<file path="config.mk">
export PLATFORM = sky130hd
export DESIGN_NAME = multicycle_control
export DESIGN_NICKNAME = d
export VERILOG_FILES = /design/src/rtl/multicycle_control.sv
export SDC_FILE = /design/constraint.sdc
export NUM_CORES = 1
export LEC_CHECK = 0
export CORE_ASPECT_RATIO = 1.5
export CORE_MARGIN = 4
export CORE_UTILIZATION = 46
export CTS_CLUSTER_DIAMETER = 150
export DETAILED_ROUTE_END_ITERATION = 12
export PLACE_DENSITY = 0.8
export SETUP_SLACK_MARGIN = 0.2
export SYNTH_ARGS = -nofsm -noshare
export SYNTH_HDL_FRONTEND = slang
export SYNTH_SLANG_ARGS = --single-unit
</file>
<file path="constraint.sdc">
create_clock -name clk -period 1.9 [get_ports clk]
set_input_delay 0.19 -clock clk [delete_from_list [all_inputs] [get_ports clk]]
set_output_delay 0.19 -clock clk [all_outputs]
set_load 0.02 [all_outputs]
</file>
<file path="src/rtl/multicycle_control.sv">
// ============================================================================
// multicycle_control
//
// Control unit for a multi-cycle MIPS datapath that shares one memory for
// instructions and data. A registered state machine walks every instruction
// through fetch, decode, execute, memory and writeback. It drives all datapath
// strobes and the ALU control code from the current state.
//
// Supported: R-type AND/OR/ADD/SUB/SLT, lw, sw, beq, bne, addi, j.
// Unsupported encodings park the machine in TRAP until reset.
//
// Parameters
//   ALU_CTRL_W  : alu_control width (>= 4). Bits above [3:0] are driven 0.
//   MEM_WAIT_EN : 1 = memory states wait for mem_ready.
//                 0 = mem_ready is ignored and memory states take one cycle.
//   CNT_W       : width of the retired-instruction counter.
//
// Ports
//   clk, rst_n   : clock (rising edge), asynchronous active-low reset
//   opcode/funct : IR[31:26] / IR[5:0]; stable from DECODE to next FETCH
//   zero         : ALU zero flag, used in BRANCH
//   mem_ready    : memory completed the current access
//   pc_write, pc_src, ir_write, i_or_d, mem_read, mem_write, mem_to_reg,
//   reg_dst, reg_write, alu_src_a, alu_src_b, alu_control : datapath controls
//   state        : current state encoding (debug)
//   illegal      : high while in TRAP
//   instr_count  : retired instruction count, wraps modulo 2^CNT_W
// ============================================================================
module multicycle_control #(
    parameter int ALU_CTRL_W  = 4,
    parameter bit MEM_WAIT_EN = 1'b1,
    parameter int CNT_W       = 32
) (
    input  logic                  clk,
    input  logic                  rst_n,
    input  logic [5:0]            opcode,
    input  logic [5:0]            funct,
    input  logic                  zero,
    input  logic                  mem_ready,
    output logic                  pc_write,
    output logic [1:0]            pc_src,
    output logic                  ir_write,
    output logic                  i_or_d,
    output logic                  mem_read,
    output logic                  mem_write,
    output logic                  mem_to_reg,
    output logic                  reg_dst,
    output logic                  reg_write,
    output logic                  alu_src_a,
    output logic [1:0]            alu_src_b,
    output logic [ALU_CTRL_W-1:0] alu_control,
    output logic [3:0]            state,
    output logic                  illegal,
    output logic [CNT_W-1:0]      instr_count
);

    typedef enum logic [3:0] {
        S_FETCH    = 4'd0,
        S_DECODE   = 4'd1,
        S_MEM_ADDR = 4'd2,
        S_MEM_RD   = 4'd3,
        S_MEM_WB   = 4'd4,
        S_MEM_WR   = 4'd5,
        S_R_EXEC   = 4'd6,
        S_R_WB     = 4'd7,
        S_BRANCH   = 4'd8,
        S_I_EXEC   = 4'd9,
        S_I_WB     = 4'd10,
        S_JUMP     = 4'd11,
        S_TRAP     = 4'd12
    } state_t;

    localparam logic [5:0] OP_RTYPE = 6'b000000;
    localparam logic [5:0] OP_LW    = 6'b100011;
    localparam logic [5:0] OP_SW    = 6'b101011;
    localparam logic [5:0] OP_BEQ   = 6'b000100;
    localparam logic [5:0] OP_BNE   = 6'b000101;
    localparam logic [5:0] OP_ADDI  = 6'b001000;
    localparam logic [5:0] OP_J     = 6'b000010;

    localparam logic [5:0] FN_AND = 6'b100100;
    localparam logic [5:0] FN_OR  = 6'b100101;
    localparam logic [5:0] FN_ADD = 6'b100000;
    localparam logic [5:0] FN_SUB = 6'b100010;
    localparam logic [5:0] FN_SLT = 6'b101010;

    localparam logic [3:0] ALU_AND = 4'b0000;
    localparam logic [3:0] ALU_OR  = 4'b0001;
    localparam logic [3:0] ALU_ADD = 4'b0010;
    localparam logic [3:0] ALU_SUB = 4'b0110;
    localparam logic [3:0] ALU_SLT = 4'b0111;

    localparam logic [CNT_W-1:0] CNT_ONE = 1;

    function automatic logic funct_is_legal(input logic [5:0] f);
        case (f)
            FN_AND, FN_OR, FN_ADD, FN_SUB, FN_SLT: return 1'b1;
            default:                               return 1'b0;
        endcase
    endfunction

    function automatic logic [3:0] funct_to_alu(input logic [5:0] f);
        case (f)
            FN_AND:  return ALU_AND;
            FN_OR:   return ALU_OR;
            FN_SUB:  return ALU_SUB;
            FN_SLT:  return ALU_SLT;
            default: return ALU_ADD;
        endcase
    endfunction

    state_t     cur_state;
    state_t     nxt_state;
    logic       is_store;   // lw/sw flavour, captured in DECODE
    logic       is_bne;     // beq/bne flavour, captured in DECODE
    logic       ready_eff;
    logic       retire;
    logic [3:0] alu_code;

    // With waiting disabled every memory access is treated as complete.
    assign ready_eff = MEM_WAIT_EN ? mem_ready : 1'b1;

    // ------------------------------------------------------------------
    // State register, decode flavour flags and retire counter
    // ------------------------------------------------------------------
    always_ff @(posedge clk or negedge rst_n) begin
        if (!rst_n) begin
            cur_state   <= S_FETCH;
            is_store    <= 1'b0;
            is_bne      <= 1'b0;
            instr_count <= '0;
        end else begin
            cur_state <= nxt_state;
            // opcode is only looked at in DECODE; later states use these flags.
            if (cur_state == S_DECODE) begin
                is_store <= (opcode == OP_SW);
                is_bne   <= (opcode == OP_BNE);
            end
            if (retire) begin
                instr_count <= instr_count + CNT_ONE;
            end
        end
    end

    // ------------------------------------------------------------------
    // Next-state logic and retire strobe
    // ------------------------------------------------------------------
    always_comb begin
        nxt_state = cur_state;
        retire    = 1'b0;
        case (cur_state)
            S_FETCH: begin
                if (ready_eff) nxt_state = S_DECODE;
            end
            S_DECODE: begin
                case (opcode)
                    OP_RTYPE:     nxt_state = funct_is_legal(funct) ? S_R_EXEC : S_TRAP;
                    OP_LW, OP_SW: nxt_state = S_MEM_ADDR;
                    OP_BEQ, OP_BNE: nxt_state = S_BRANCH;
                    OP_ADDI:      nxt_state = S_I_EXEC;
                    OP_J:         nxt_state = S_JUMP;
                    default:      nxt_state = S_TRAP;
                endcase
            end
            S_MEM_ADDR: nxt_state = is_store ? S_MEM_WR : S_MEM_RD;
            S_MEM_RD: begin
                if (ready_eff) nxt_state = S_MEM_WB;
            end
            S_MEM_WB: begin
                nxt_state = S_FETCH;
                retire    = 1'b1;
            end
            S_MEM_WR: begin
                if (ready_eff) begin
                    nxt_state = S_FETCH;
                    retire    = 1'b1;
                end
            end
            S_R_EXEC: nxt_state = S_R_WB;
            S_R_WB, S_BRANCH, S_I_WB, S_JUMP: begin
                nxt_state = S_FETCH;
                retire    = 1'b1;
            end
            S_I_EXEC: nxt_state = S_I_WB;
            S_TRAP:   nxt_state = S_TRAP;
            // Unused encodings are treated like an illegal instruction.
            default:  nxt_state = S_TRAP;
        endcase
    end

    // ------------------------------------------------------------------
    // State-decoded outputs. While reset is held every output is forced to
    // 0, even though the state register already reads FETCH.
    // ------------------------------------------------------------------
    always_comb begin
        pc_write   = 1'b0;
        pc_src     = 2'b00;
        ir_write   = 1'b0;
        i_or_d     = 1'b0;
        mem_read   = 1'b0;
        mem_write  = 1'b0;
        mem_to_reg = 1'b0;
        reg_dst    = 1'b0;
        reg_write  = 1'b0;
        alu_src_a  = 1'b0;
        alu_src_b  = 2'b00;
        alu_code   = ALU_ADD;
        illegal    = 1'b0;
        if (!rst_n) begin
            alu_code = 4'b0000;
        end else begin
            case (cur_state)
                S_FETCH: begin
                    mem_read  = 1'b1;
                    alu_src_b = 2'b01;
                    // IR and PC load only on the cycle the fetch completes.
                    ir_write  = ready_eff;
                    pc_write  = ready_eff;
                end
                S_DECODE: alu_src_b = 2'b11;
                S_MEM_ADDR: begin
                    alu_src_a = 1'b1;
                    alu_src_b = 2'b10;
                end
                S_MEM_RD: begin
                    mem_read = 1'b1;
                    i_or_d   = 1'b1;
                end
                S_MEM_WB: begin
                    reg_write  = 1'b1;
                    mem_to_reg = 1'b1;
                end
                S_MEM_WR: begin
                    mem_write = 1'b1;
                    i_or_d    = 1'b1;
                end
                S_R_EXEC: begin
                    alu_src_a = 1'b1;
                    alu_code  = funct_to_alu(funct);
                end
                S_R_WB: begin
                    reg_write = 1'b1;
                    reg_dst   = 1'b1;
                end
                S_BRANCH: begin
                    alu_src_a = 1'b1;
                    alu_code  = ALU_SUB;
                    pc_src    = 2'b01;
                    pc_write  = is_bne ? ~zero : zero;
                end
                S_I_EXEC: begin
                    alu_src_a = 1'b1;
                    alu_src_b = 2'b10;
                end
                S_I_WB: reg_write = 1'b1;
                S_JUMP: begin
                    pc_src   = 2'b10;
                    pc_write = 1'b1;
                end
                S_TRAP:  illegal = 1'b1;
                default: illegal = 1'b1;
            endcase
        end
    end

    assign alu_control = ALU_CTRL_W'(alu_code);
    assign state       = cur_state;

endmodule

</file>
==> results.py <==
metrics = {
    "route": {
        "first_iter_violations": 157,
        "finalWirelength_um": 6908,
        "ant_nets": 0,
        "num_vias": 2218,
        "dr.pass1.iters": 4,
        "wl_per_cell_um": 17.27,
        "drt-vias-per-instance": 5.545,
        "drcViolationCount": 0,
    },
    "worst_setup_path": {
        "path_cells": "buf_6 > and2_4 > o2111ai_4 > nor3_4 > buf_6 > nand4_1 > xnor2_1",
        "critPathTopFamily": "simple AND/OR/NAND/NOR gates",
        "critPathMaxStageDelay_ps": 470,
        "r2r_end": "instr_count[19]",
        "crit_arrival_ps": 2030,
        "crit_required_ps": 2110,
        "cp_max_fo": 6,
        "endpoint_kind": "flip-flop",
        "criticalPathCategory": "reg -> reg",
        "worst_path_max_delay_cell": "dfrtp_2",
        "start_kind": "flip-flop",
        "reg2reg_setup_slack_ps": 80,
        "crit_buf_inv": 2,
        "worst_path_most_repeated_cell": "buf_6",
        "r2r-start": "state[2]",
        "reg2reg_depth": 7,
    },
    "synth": {
        "syn_area_um2": 2148,
        "syn-num-nets": 235,
        "postSynthCellCount": 218,
        "ys_seq_area_share_pct": 44.26,
        "avgSynthCellArea_um2": 9.855,
        "ys_ff_latch": 38,
        "ys_warn_count": 0,
        "synth_cell_type_count": 50,
    },
    "clock_network": {
        "htree_levels": 2,
        "cts_made_buffers": 5,
        "clkTransAtPathRegs_ps": 80,
        "clock_latency_ps": 300,
        "clkSinkCount": 38,
        "cts_tree": "built",
        "root_buffer": "clkbuf_8",
        "cts_buffer_depth": 2,
    },
    "final_layout": {
        "areaGrowthSynthToFinish_pct": 70.94,
        "num-fill-cells": 246,
        "final_nets": 352,
        "diodes": 0,
        "utilization_pct": 80.85,
        "final_layout_size_suffix_gt1_share_pct": 41.07,
    },
    "global_route": {
        "grt_pass1_wl_um": 9515,
        "grt_usage_pct": 20.51,
        "gr-total-overflow": 0,
        "grt_max_degree": 32,
        "grt_pass1_vias": 2081,
        "antenna_found_initial": 0,
    },
    "pwr": {
        "p_per_area_nw_per_um2": 1141,
        "p_leak_nw": 1.696,
        "vdd_ir_drop_max_v": 0.0006118,
    },
    "sta": {
        "post-route-min-period_ps": 1819,
        "rsz0062_at_grt": "true",
        "period_share_pct": 95.75,
        "fin_tns_setup_ps": 0,
        "final.setup_skew_ps": 5.235,
        "drv_slew": 0,
        "setup_viol": 0,
        "finalHoldViolations": 0,
        "clock.fmax_mhz": 549.7,
    },
    "floorplan": {
        "die_w_um": 63.80,
        "die_area_um2": 5850,
        "ios": 70,
        "num_rows": 30,
        "initial_core_util_pct": 47.30,
        "die_y_um": 91.70,
        "coreArea_um2": 4542,
    },
    "place": {
        "gp_congestion": 0.8582,
        "io_buffers": 68,
        "dp_hpwl_um": 4317,
    },
    "run": {
        "max_cap_viol_count": 0,
    },
    "worst_hold_path": {
        "holdCritPathClass": "in -> async",
    },
    "outcome": {
        "run_status": "finished, final reports clean",
    },
}
-- layout by cell type (no fill, tap or decap), types with 2 or more instances in the layout --
master / instances
bufinv_16: 2
nor2_2: 2
o22ai_1: 2
nand2_2: 5
nand3_2: 5
and3_2: 2
nand3_4: 2
nor2_4: 5
xor2_1: 7
clkdlybuf4s50_1: 47
nor3_2: 2
nor4_1: 2
o21ai_0: 2
nand3_1: 6
xnor2_1: 19
inv_1: 4
nand2_4: 4
a22oi_1: 3
and3_4: 3
and4_4: 3
dfrtp_1: 31
and4_1: 2
buf_4: 47
buf_6: 8
xnor2_2: 7
nor4_4: 2
mux2i_1: 3
clkbuf_8: 6
and3_1: 6
a21oi_1: 6
nand4_1: 7
buf_2: 8
nor2_1: 7
dlygate4sd2_1: 3
dfrtp_2: 7
nor2b_1: 3
nor3_1: 3
nand2_1: 12
nor3b_1: 3
-- per-stage QoR --
stage / hold WS [ps] / setup slack (ps) / std cells / instance area, um2 / total power [W]
6_report: 99.89 / 80.69 / 400 / 3672 / 0.004192
5_1_grt: 129.2 / -8.378 / 400 / 3672 / 0.004383
4_1_cts: 118.6 / 135.8 / 386 / 3351 / 0.003878
3_5_place_dp: 144.4 / -342.2 / 376 / 3149 / 0.002913
3_3_place_gp: 136.1 / -205.5 / 376 / 3149 / 0.002895
2_1_floorplan: -105.6 / 66.55 / 218 / 2167 / 0.002064
-- area by class of cell --
cell class	instances	area [um2]	share of cell area (%)
multi-input combinational	168	1438	39.15
sequential	38	959.7	26.13
timing repair buffer	117	1033	28.14
tap	64	80.08	2.181
clock inverter	2	60.06	1.635
clock buffer	6	82.58	2.249
inverter	5	18.77	0.5111
-- cell usage after synthesis (all sizes together) --
cell     count  area [um2]
and2         1       6.260
ha           1       12.51
inv          5       18.77
a22oi        3       22.52
o2111ai      2       17.52
and4         6       57.55
o21a         1       7.510
buf          2       15.01
o22ai        2       12.51
nor4bb       1       10.01
conb         1       3.750
mux2i        3       30.03
a21o         1       7.510
o211ai       1       7.510
o311ai       1       8.760
and2b        2       15.01
nor2b        3       18.77
nand3b       1       7.510
a21oi        7       46.30
nor2        14       57.55
or3b         1       11.26
nand4        8       56.30
o32ai        1       8.760
and3        11       72.57
o21ai        3       15.01
nor3         6       46.30
xor2         8       70.07
or2          1       6.260
nor4b        3       26.28
a31oi        1       6.260
a21boi       1       7.510
o211a        1       10.01
nor4         4       25.02
mux2         1       11.26
nor3b        3       22.52
nand2       21       78.83
o31ai        1       7.510
nand2b       3       21.27
clkbuf       5       18.77
dfrtp       38       950.9
xnor2       26       227.7
nand3       13       65.06
-- worst max path at each step --
stage / from / depth (start not counted) / to / slack [ps]
finish: state[2] / 7 / instr_count[19] / 80
global route: instr_count[10] / 6 / instr_count[19] / -8
CTS: state[3] / 4 / pc_write / 140
detailed placement: funct[4] / 6 / alu_control[2] / -340
global placement: funct[4] / 6 / alu_control[2] / -210
floorplan: state[1] / 3 / pc_write / 70
-- sequential cells by signal, indices dropped and copies added, names as in the netlist --
| name | count |
|---|---|
| instr_count | 32 |
| state | 4 |
| is_bne | 1 |
| is_store | 1 |
-- report_power, final --
part / internal, W / leakage (nW) / switching [W]
Sequential: 0.000946 / 0.505 / 0.000222
Clock: 0.000560 / 0.0714 / 0.000304
Combinational: 0.00102 / 1.12 / 0.00114
-- metal layers --
metal | global-route usage, % | wire length (um) | up-vias
met5 | 0 | 0 | -
met4 | 8.468 | 258 | 0
met3 | 3.676 | 304 | 24
met2 | 38.48 | 3747 | 85
met1 | 21.88 | 2598 | 1093
li1 | - | - | 1016
-- worst min-delay path: stages --
cell and delay [ps]:
buf_2 120, buf_12 140, buf_4 360
-- logic make-up after synthesis --
logic type	after synthesis	synth area share, %
and+or+nand+nor	102	28.13
buffers and inverters	12	2.446
adders and majority gates	1	0.5823
xor gates and xnor gates	34	13.86
muxes	4	1.922
other	1	0.1746
AOI/OAI and AO/OA	26	8.621
DFF	38	44.26
-- timing repair --
item | CTS | global route
hold buffers | 1 | 0
setup buffers | 1 | 13
setup endpoints to repair | 43 | 40
endpoints found under the hold margin | 7 | 0
cloned | 0 | 1
pin swaps | 6 | 22
resized for setup | 99 | 60
Note: power is estimated with default switching activity, not from simulation.
